File: src/rtl/par_traffic_if.sv
// par_traffic_if
//     Local injection link between a traffic source and a router port.
//     data  : {dest, payload} offered by the source, dest in the MSBs
//     valid : data holds an offered packet
//     busy  : the router port cannot accept this cycle
//     master modport is the source side, slave modport is the router side.
interface par_traffic_if #(
    parameter int ADDR_BITS    = 4,
    parameter int PAYLOAD_SIZE = 8
);
    logic [ADDR_BITS+PAYLOAD_SIZE-1:0] data;
    logic                              valid;
    logic                              busy;

    modport master (output data, output valid, input busy);
    modport slave  (input data, input valid, output busy);
endinterface

File: src/rtl/par_traffic_gen.sv
// par_traffic_gen
//     LFSR-driven synthetic packet source for one NoC node. Supports uniform,
//     transpose, hotspot and neighbour destination patterns, a programmable
//     injection rate and an optional packet budget.
// Ports
//     clk         : rising-edge clock
//     reset       : asynchronous, active-low
//     send        : global generation enable
//     link        : master side of the injection link (data, valid, busy)
//     pkt_count   : packets accepted, wraps at 2^16
//     stall_count : offer cycles with busy=1, saturates at 16'hFFFF
//     done        : packet budget exhausted (terminal until reset)
module par_traffic_gen #(
    parameter int          ID           = 0,
    parameter int          NUM_NODES    = 9,
    parameter int          MESH_X       = 3,
    parameter int          ADDR_BITS    = 4,
    parameter int          PAYLOAD_SIZE = 8,
    parameter int          PIR          = 255,
    parameter int          MODE         = 0,
    parameter int          HOTSPOT      = 0,
    parameter int          HOT_RATE     = 64,
    parameter int          MAX_PACKETS  = 0,
    parameter logic [15:0] SEED         = 16'hACE1
) (
    input  logic                 clk,
    input  logic                 reset,
    input  logic                 send,
    par_traffic_if.master        link,
    output logic [15:0]          pkt_count,
    output logic [15:0]          stall_count,
    output logic                 done
);

    localparam int W = ADDR_BITS + PAYLOAD_SIZE;

    // An all-zero seed would lock the LFSR at zero forever.
    localparam logic [15:0] SEED_EFF = (SEED == 16'h0000) ? 16'h0001 : SEED;
    localparam logic [15:0] MAX16    = 16'(MAX_PACKETS);

    // Fixed destinations, resolved at elaboration time.
    localparam int NEXT_ID = (ID + 1) % NUM_NODES;
    localparam int TR_X    = ID % MESH_X;
    localparam int TR_Y    = ID / MESH_X;
    localparam int TR_T    = TR_X * MESH_X + TR_Y;
    localparam int TR_DEST = ((TR_X == TR_Y) || (TR_T >= NUM_NODES)) ? NEXT_ID : TR_T;

    typedef enum logic [1:0] {
        S_IDLE  = 2'd0,
        S_OFFER = 2'd1,
        S_DONE  = 2'd2
    } state_t;

    state_t         state_q, state_d;
    logic [15:0]    lfsr_q, lfsr_d;
    logic [15:0]    seq_q, seq_d;
    logic [15:0]    pkt_q, pkt_d;
    logic [15:0]    stall_q, stall_d;
    logic [W-1:0]   data_q, data_d;
    logic           inj;
    logic [W-1:0]   pkt_word;

    // 16-bit Galois LFSR, right shift, taps 16'hB400.
    function automatic logic [15:0] lfsr_step(input logic [15:0] s);
        return (s >> 1) ^ (s[0] ? 16'hB400 : 16'h0000);
    endfunction

    function automatic logic [15:0] sat_inc(input logic [15:0] v);
        return (v == 16'hFFFF) ? v : v + 16'd1;
    endfunction

    // Uniform pick that never targets this node itself.
    function automatic int uni_dest(input logic [7:0] r);
        int d;
        d = int'(r) % NUM_NODES;
        if (d == ID) d = NEXT_ID;
        return d;
    endfunction

    function automatic logic [ADDR_BITS-1:0] dest_of(input logic [7:0] r);
        int d;
        if (MODE == 1) begin
            d = TR_DEST;
        end else if (MODE == 2) begin
            d = ((int'(r) < HOT_RATE) && (ID != HOTSPOT)) ? HOTSPOT : uni_dest(r);
        end else if (MODE == 3) begin
            d = NEXT_ID;
        end else begin
            d = uni_dest(r);
        end
        return ADDR_BITS'(d);
    endfunction

    assign inj      = (PIR == 255) || (int'(lfsr_q[7:0]) < PIR);
    assign pkt_word = {dest_of(lfsr_q[15:8]), PAYLOAD_SIZE'(seq_q)};

    always_ff @(posedge clk or negedge reset) begin
        if (!reset) begin
            state_q <= S_IDLE;
            lfsr_q  <= SEED_EFF;
            seq_q   <= 16'd0;
            pkt_q   <= 16'd0;
            stall_q <= 16'd0;
            data_q  <= '0;
        end else begin
            state_q <= state_d;
            lfsr_q  <= lfsr_d;
            seq_q   <= seq_d;
            pkt_q   <= pkt_d;
            stall_q <= stall_d;
            data_q  <= data_d;
        end
    end

    always_comb begin
        state_d = state_q;
        lfsr_d  = lfsr_q;
        seq_d   = seq_q;
        pkt_d   = pkt_q;
        stall_d = stall_q;
        data_d  = data_q;

        // LFSR only moves with send so the pattern is independent of send gaps.
        if (send && (state_q != S_DONE)) lfsr_d = lfsr_step(lfsr_q);

        case (state_q)
            S_IDLE: begin
                if (send && inj) begin
                    data_d  = pkt_word;
                    seq_d   = seq_q + 16'd1;
                    state_d = S_OFFER;
                end
            end
            S_OFFER: begin
                // Offer is held regardless of send until the router takes it.
                if (link.busy) begin
                    stall_d = sat_inc(stall_q);
                end else begin
                    pkt_d = pkt_q + 16'd1;
                    if ((MAX_PACKETS != 0) && (pkt_d == MAX16)) begin
                        state_d = S_DONE;
                    end else if (send && inj) begin
                        data_d = pkt_word;
                        seq_d  = seq_q + 16'd1;
                    end else begin
                        state_d = S_IDLE;
                    end
                end
            end
            S_DONE: begin
                state_d = S_DONE;
            end
            default: begin
                state_d = S_IDLE;
            end
        endcase
    end

    assign link.data   = data_q;
    assign link.valid  = (state_q == S_OFFER);
    assign done        = (state_q == S_DONE);
    assign pkt_count   = pkt_q;
    assign stall_count = stall_q;

endmodule

File: src/flat_wrapper.sv
// flat-port wrapper written by rule: the top's interface ports become plain ports
module par_traffic_gen_flat 
#(
    parameter int          ID           = 0,
    parameter int          NUM_NODES    = 9,
    parameter int          MESH_X       = 3,
    parameter int          ADDR_BITS    = 4,
    parameter int          PAYLOAD_SIZE = 8,
    parameter int          PIR          = 255,
    parameter int          MODE         = 0,
    parameter int          HOTSPOT      = 0,
    parameter int          HOT_RATE     = 64,
    parameter int          MAX_PACKETS  = 0,
    parameter logic [15:0] SEED         = 16'hACE1
)
  (clk, reset, send, pkt_count, stall_count, done, link_data, link_valid, link_busy);
  par_traffic_if #(.ADDR_BITS(ADDR_BITS), .PAYLOAD_SIZE(PAYLOAD_SIZE)) link_i ();
  input  logic clk;
  input  logic reset;
  input  logic send;
  output logic [15:0] pkt_count;
  output logic [15:0] stall_count;
  output logic done;
  output wire logic [$bits(link_i.data)-1:0] link_data;
  output wire logic [$bits(link_i.valid)-1:0] link_valid;
  input wire logic [$bits(link_i.busy)-1:0] link_busy;
  assign link_data = link_i.data;
  assign link_valid = link_i.valid;
  assign link_i.busy = link_busy;
  par_traffic_gen #(.ID(ID), .NUM_NODES(NUM_NODES), .MESH_X(MESH_X), .ADDR_BITS(ADDR_BITS), .PAYLOAD_SIZE(PAYLOAD_SIZE), .PIR(PIR), .MODE(MODE), .HOTSPOT(HOTSPOT), .HOT_RATE(HOT_RATE), .MAX_PACKETS(MAX_PACKETS), .SEED(SEED)) u_core (.clk(clk), .reset(reset), .send(send), .link(link_i), .pkt_count(pkt_count), .stall_count(stall_count), .done(done));
endmodule
File: config.mk
export PLATFORM = sky130hd
export DESIGN_NAME = par_traffic_gen_flat
export DESIGN_NICKNAME = d
export VERILOG_FILES = /design/src/rtl/par_traffic_if.sv /design/src/rtl/par_traffic_gen.sv /design/src/flat_wrapper.sv
export SDC_FILE = /design/constraint.sdc
export NUM_CORES = 1
export LEC_CHECK = 0
export ABC_CLOCK_PERIOD_IN_PS = 5940
export CAP_MARGIN = 20
export CORE_MARGIN = 5
export CORE_UTILIZATION = 47
export DETAILED_ROUTE_END_ITERATION = 10
export PLACE_DENSITY = 0.77
export SLEW_MARGIN = 25
export SYNTH_ARGS = -nofsm -noshare
export SYNTH_HDL_FRONTEND = slang
export SYNTH_SLANG_ARGS = --single-unit
File: constraint.sdc
create_clock -name clk -period 5.94 [get_ports clk]
set_clock_uncertainty 0.2 [all_clocks]
set_input_delay 1.188 -clock clk [delete_from_list [all_inputs] [get_ports clk]]
set_output_delay 1.188 -clock clk [all_outputs]
set_load 0.02 [all_outputs]
==> flow_summary.json <==
{
  "clk_latency_ps": 350,
  "antenna_found_initial": 0,
  "cts_sinks": 70,
  "cts_inserted_buffers": 9,
  "worstSetupEndpoint": "u_core.link.data[8]$_DFFE_PN0P_",
  "dp_slack_ps": 35.1,
  "dp_hpwl_um": 8360,
  "fin_nets": 555,
  "clockBufferDepth": 2,
  "min_path_type": "flop to flop",
  "final_common_cell": "nand2_1",
  "clockRootBuffer": "clkbuf_8",
  "ant_nets": 0,
  "crit_fanout": 10,
  "synth_edf_count": 0,
  "met2_length_um": 5490,
  "rsz0062_at_grt": "no",
  "path_cells": "nor3_4 -> inv_2 -> ha_2 -> nand2b_1 -> o21a_1 -> o22a_2 -> a211oi_2 -> a2bb2oi_2 -> inv_1 -> ha_1 -> nor2_1 -> nor2_1 -> mux2i_2 -> a2bb2oi_2 -> nor4_4 -> xnor2_1 -> ha_2 -> nor2b_1 -> mux2i_1 -> o21ai_2 -> nand4_1 -> a2bb2oi_1 -> o31ai_1",
  "reg2reg_depth": 23,
  "setup_ws_ps": 468,
  "wl_per_cell_um": 16.6,
  "top_layer_used": "met4",
  "ys_seq_elements": 70,
  "wl_um": 11200,
  "netlist_area_um2": 4480,
  "crit_start": "u_core.lfsr_q[13]$_DFFE_PN1P_",
  "status": "complete, no violations",
  "cap_viol_max_count": 0,
  "fp.dieH_um": 108,
  "yosysTopAreaCell": "dfrtp_1",
  "final_cell_mix": "nand2_1 (65), dfrtp_1 (62), clkdlybuf4s50_1 (48)",
  "num_rows": 35,
  "worstSetupStartpointType": "flop",
  "grt_max_degree": 71,
  "slew_headroom_pct": 40.6,
  "synthCells": 483,
  "max_freq_ghz": 0.183,
  "synth_top_cell_area_share_pct": 34.6,
  "setup_viol": 0,
  "required_ps": 6000,
  "path_clk_slew_ps": 80,
  "end_kind": "flop",
  "coreArea_um2": 9280,
  "synthArstFlopShare_pct": 100,
  "worstMarginPinSlew_ps": 869,
  "gp_congestion": 0.919,
  "num_vias": 3878,
  "max_stage_delay_ps": 640,
  "reg2reg_slack_ps": 470,
  "numPortBuffers": 49,
  "synthFlopType": "dfrtp_1",
  "crit_arrival_ps": 5530,
  "drv_slew": 0,
  "avgSynthCellArea_um2": 9.28,
  "crit_cells": 23,
  "first_pass_iters": 5,
  "hold_buffers": 0,
  "tns_ps": 0,
  "first_global_vias": 3722,
  "synth_nets": 495,
  "drc": 0,
  "routed-wl-met3_um": 405,
  "cts_tree": "done",
  "fin_crit_ps": 5470,
  "synth_area_leaders": "dfrtp_1 (35%), xnor2_1 (6.3%), nand2_1 (5.4%)",
  "start_util_pct": 48.3,
  "yosysWarnings": 0,
  "grt_use_total_pct": 20.1,
  "ys_seq_area_share_pct": 39.3,
  "die_area_um2": 11600,
  "diodes": 0,
  "synth_cell_types": 81,
  "critPathTopFamily": "compound AO/OA/AOI/OAI gates",
  "crit_buf_inv": 2,
  "layout-drive-gt1-share_pct": 15.7,
  "overflow": 0,
  "min_period_over_period_pct": 92.1,
  "hold_viol": 0,
  "num-fill-cells": 792,
  "cp_slowest_cell": "dfstp_2",
  "critPathKind": "flop to flop",
  "vias_per_cell": 5.73,
  "ioPinCount": 50,
  "r2r_start": "u_core.lfsr_q[13]$_DFFE_PN1P_",
  "crit-reg2reg-capture": "u_core.link.data[8]$_DFFE_PN0P_",
  "met1_length_um": 5040,
  "drtIter0Drc": 217,
  "cts_max_level": 3,
  "grt_pass1_wl_um": 18700,
  "area_growth_pct": 20.8,
  "die_x_um": 108
}
==> stage by stage <==
step | utilization, % | cells | instance area (µm²) | hold slack [ps]
detailed placement | 55.3 | 656 | 5130 | 258
CTS | 57.7 | 672 | 5360 | 268
global placement | 55.3 | 656 | 5130 | 236
floorplan | - | 483 | 4480 | 225
global route | 58.3 | 677 | 5410 | 289
finish | 58.3 | 677 | 5410 | 264
==> cells by family after synthesis <==
family                   share of synthesized area (%)
AND/OR/NAND/NOR                                   23.6
AO/OA/AOI/OAI                                     17.7
flip-flops                                        39.3
XOR/XNOR                                          9.77
buffers and inverters                             3.07
multiplexers                                      4.11
adder cells (fa/ha/maj)                           2.46
==> worst min-delay path by stage <==
| stage | end | cells after the start | slack [ps] | from |
|---|---|---|---|---|
| after floorplan | u_core.state_q[0]$_DFFE_PN0P_ | 1 | 230 | u_core.state_q[1]$_DFFE_PN0P_ |
| after global placement | u_core.state_q[0]$_DFFE_PN0P_ | 1 | 240 | u_core.state_q[1]$_DFFE_PN0P_ |
| after detailed placement | u_core.state_q[0]$_DFFE_PN0P_ | 1 | 260 | u_core.state_q[1]$_DFFE_PN0P_ |
| after CTS | u_core.state_q[0]$_DFFE_PN0P_ | 1 | 270 | u_core.state_q[1]$_DFFE_PN0P_ |
| after global routing | u_core.state_q[0]$_DFFE_PN0P_ | 1 | 290 | u_core.state_q[1]$_DFFE_PN0P_ |
| final | u_core.state_q[0]$_DFFE_PN0P_ | 1 | 260 | u_core.state_q[1]$_DFFE_PN0P_ |
==> cell usage after synthesis (9+ instances only) <==
master / instances
nor2_1: 41
nand4_1: 14
inv_1: 9
clkbuf_1: 9
xor2_1: 18
dfrtp_1: 62
nand2_1: 65
mux2_2: 11
xnor2_1: 32
nor3_1: 15
nand3_1: 16
o21ai_0: 18
a21oi_1: 14
==> registers in the layout (all words and copies together), names as in the netlist <==
| name | cells |
|---|---|
| u_core.lfsr_q | 16 |
| u_core.link.data | 12 |
| u_core.pkt_count | 16 |
| u_core.seq_q | 8 |
| u_core.stall_count | 16 |
| u_core.state_q | 2 |
==> layer usage <==
| layer | vias to the layer above | GRT usage [%] |
|---|---|---|
| met2 | 94 | 32.7 |
| met1 | 1886 | 26.6 |
| met5 | - | 0 |
| li1 | 1867 | - |
| met4 | 0 | 8.12 |
| met3 | 31 | 3.18 |
==> worst reg2reg max path, cell delays in order (launching register included) <==
cell and delay (ps):
dfstp_2 640, nor3_4 70, inv_2 60, ha_2 310, nand2b_1 230, o21a_1 190, o22a_2 270, a211oi_2 290
a2bb2oi_2 210, inv_1 100, ha_1 200, nor2_1 140, nor2_1 70, mux2i_2 250, a2bb2oi_2 150, nor4_4 340
xnor2_1 240, ha_2 290, nor2b_1 190, mux2i_1 150, o21ai_2 230, nand4_1 160, a2bb2oi_1 170, o31ai_1 220
==> layout make-up <==
class                   count  area (µm²)  area share, %
clock buffers              10         128           2.36
flip-flops and latches     70        1760           32.6
clock inverters             6        95.1           1.76
repair buffers             67         621           11.5
multi-input cells         383        2600           48.0
inverters                  12        45.0          0.832
well taps                 129         161           2.98
==> timing repair <==
action	in CTS	in global routing
resized for setup	0	5
setup endpoints to repair	0	4
buffers inserted	0	5
Power is left out: the tool's default activity adds up to more than one toggle a clock period on the data nets, which glitch-free logic cannot reach.
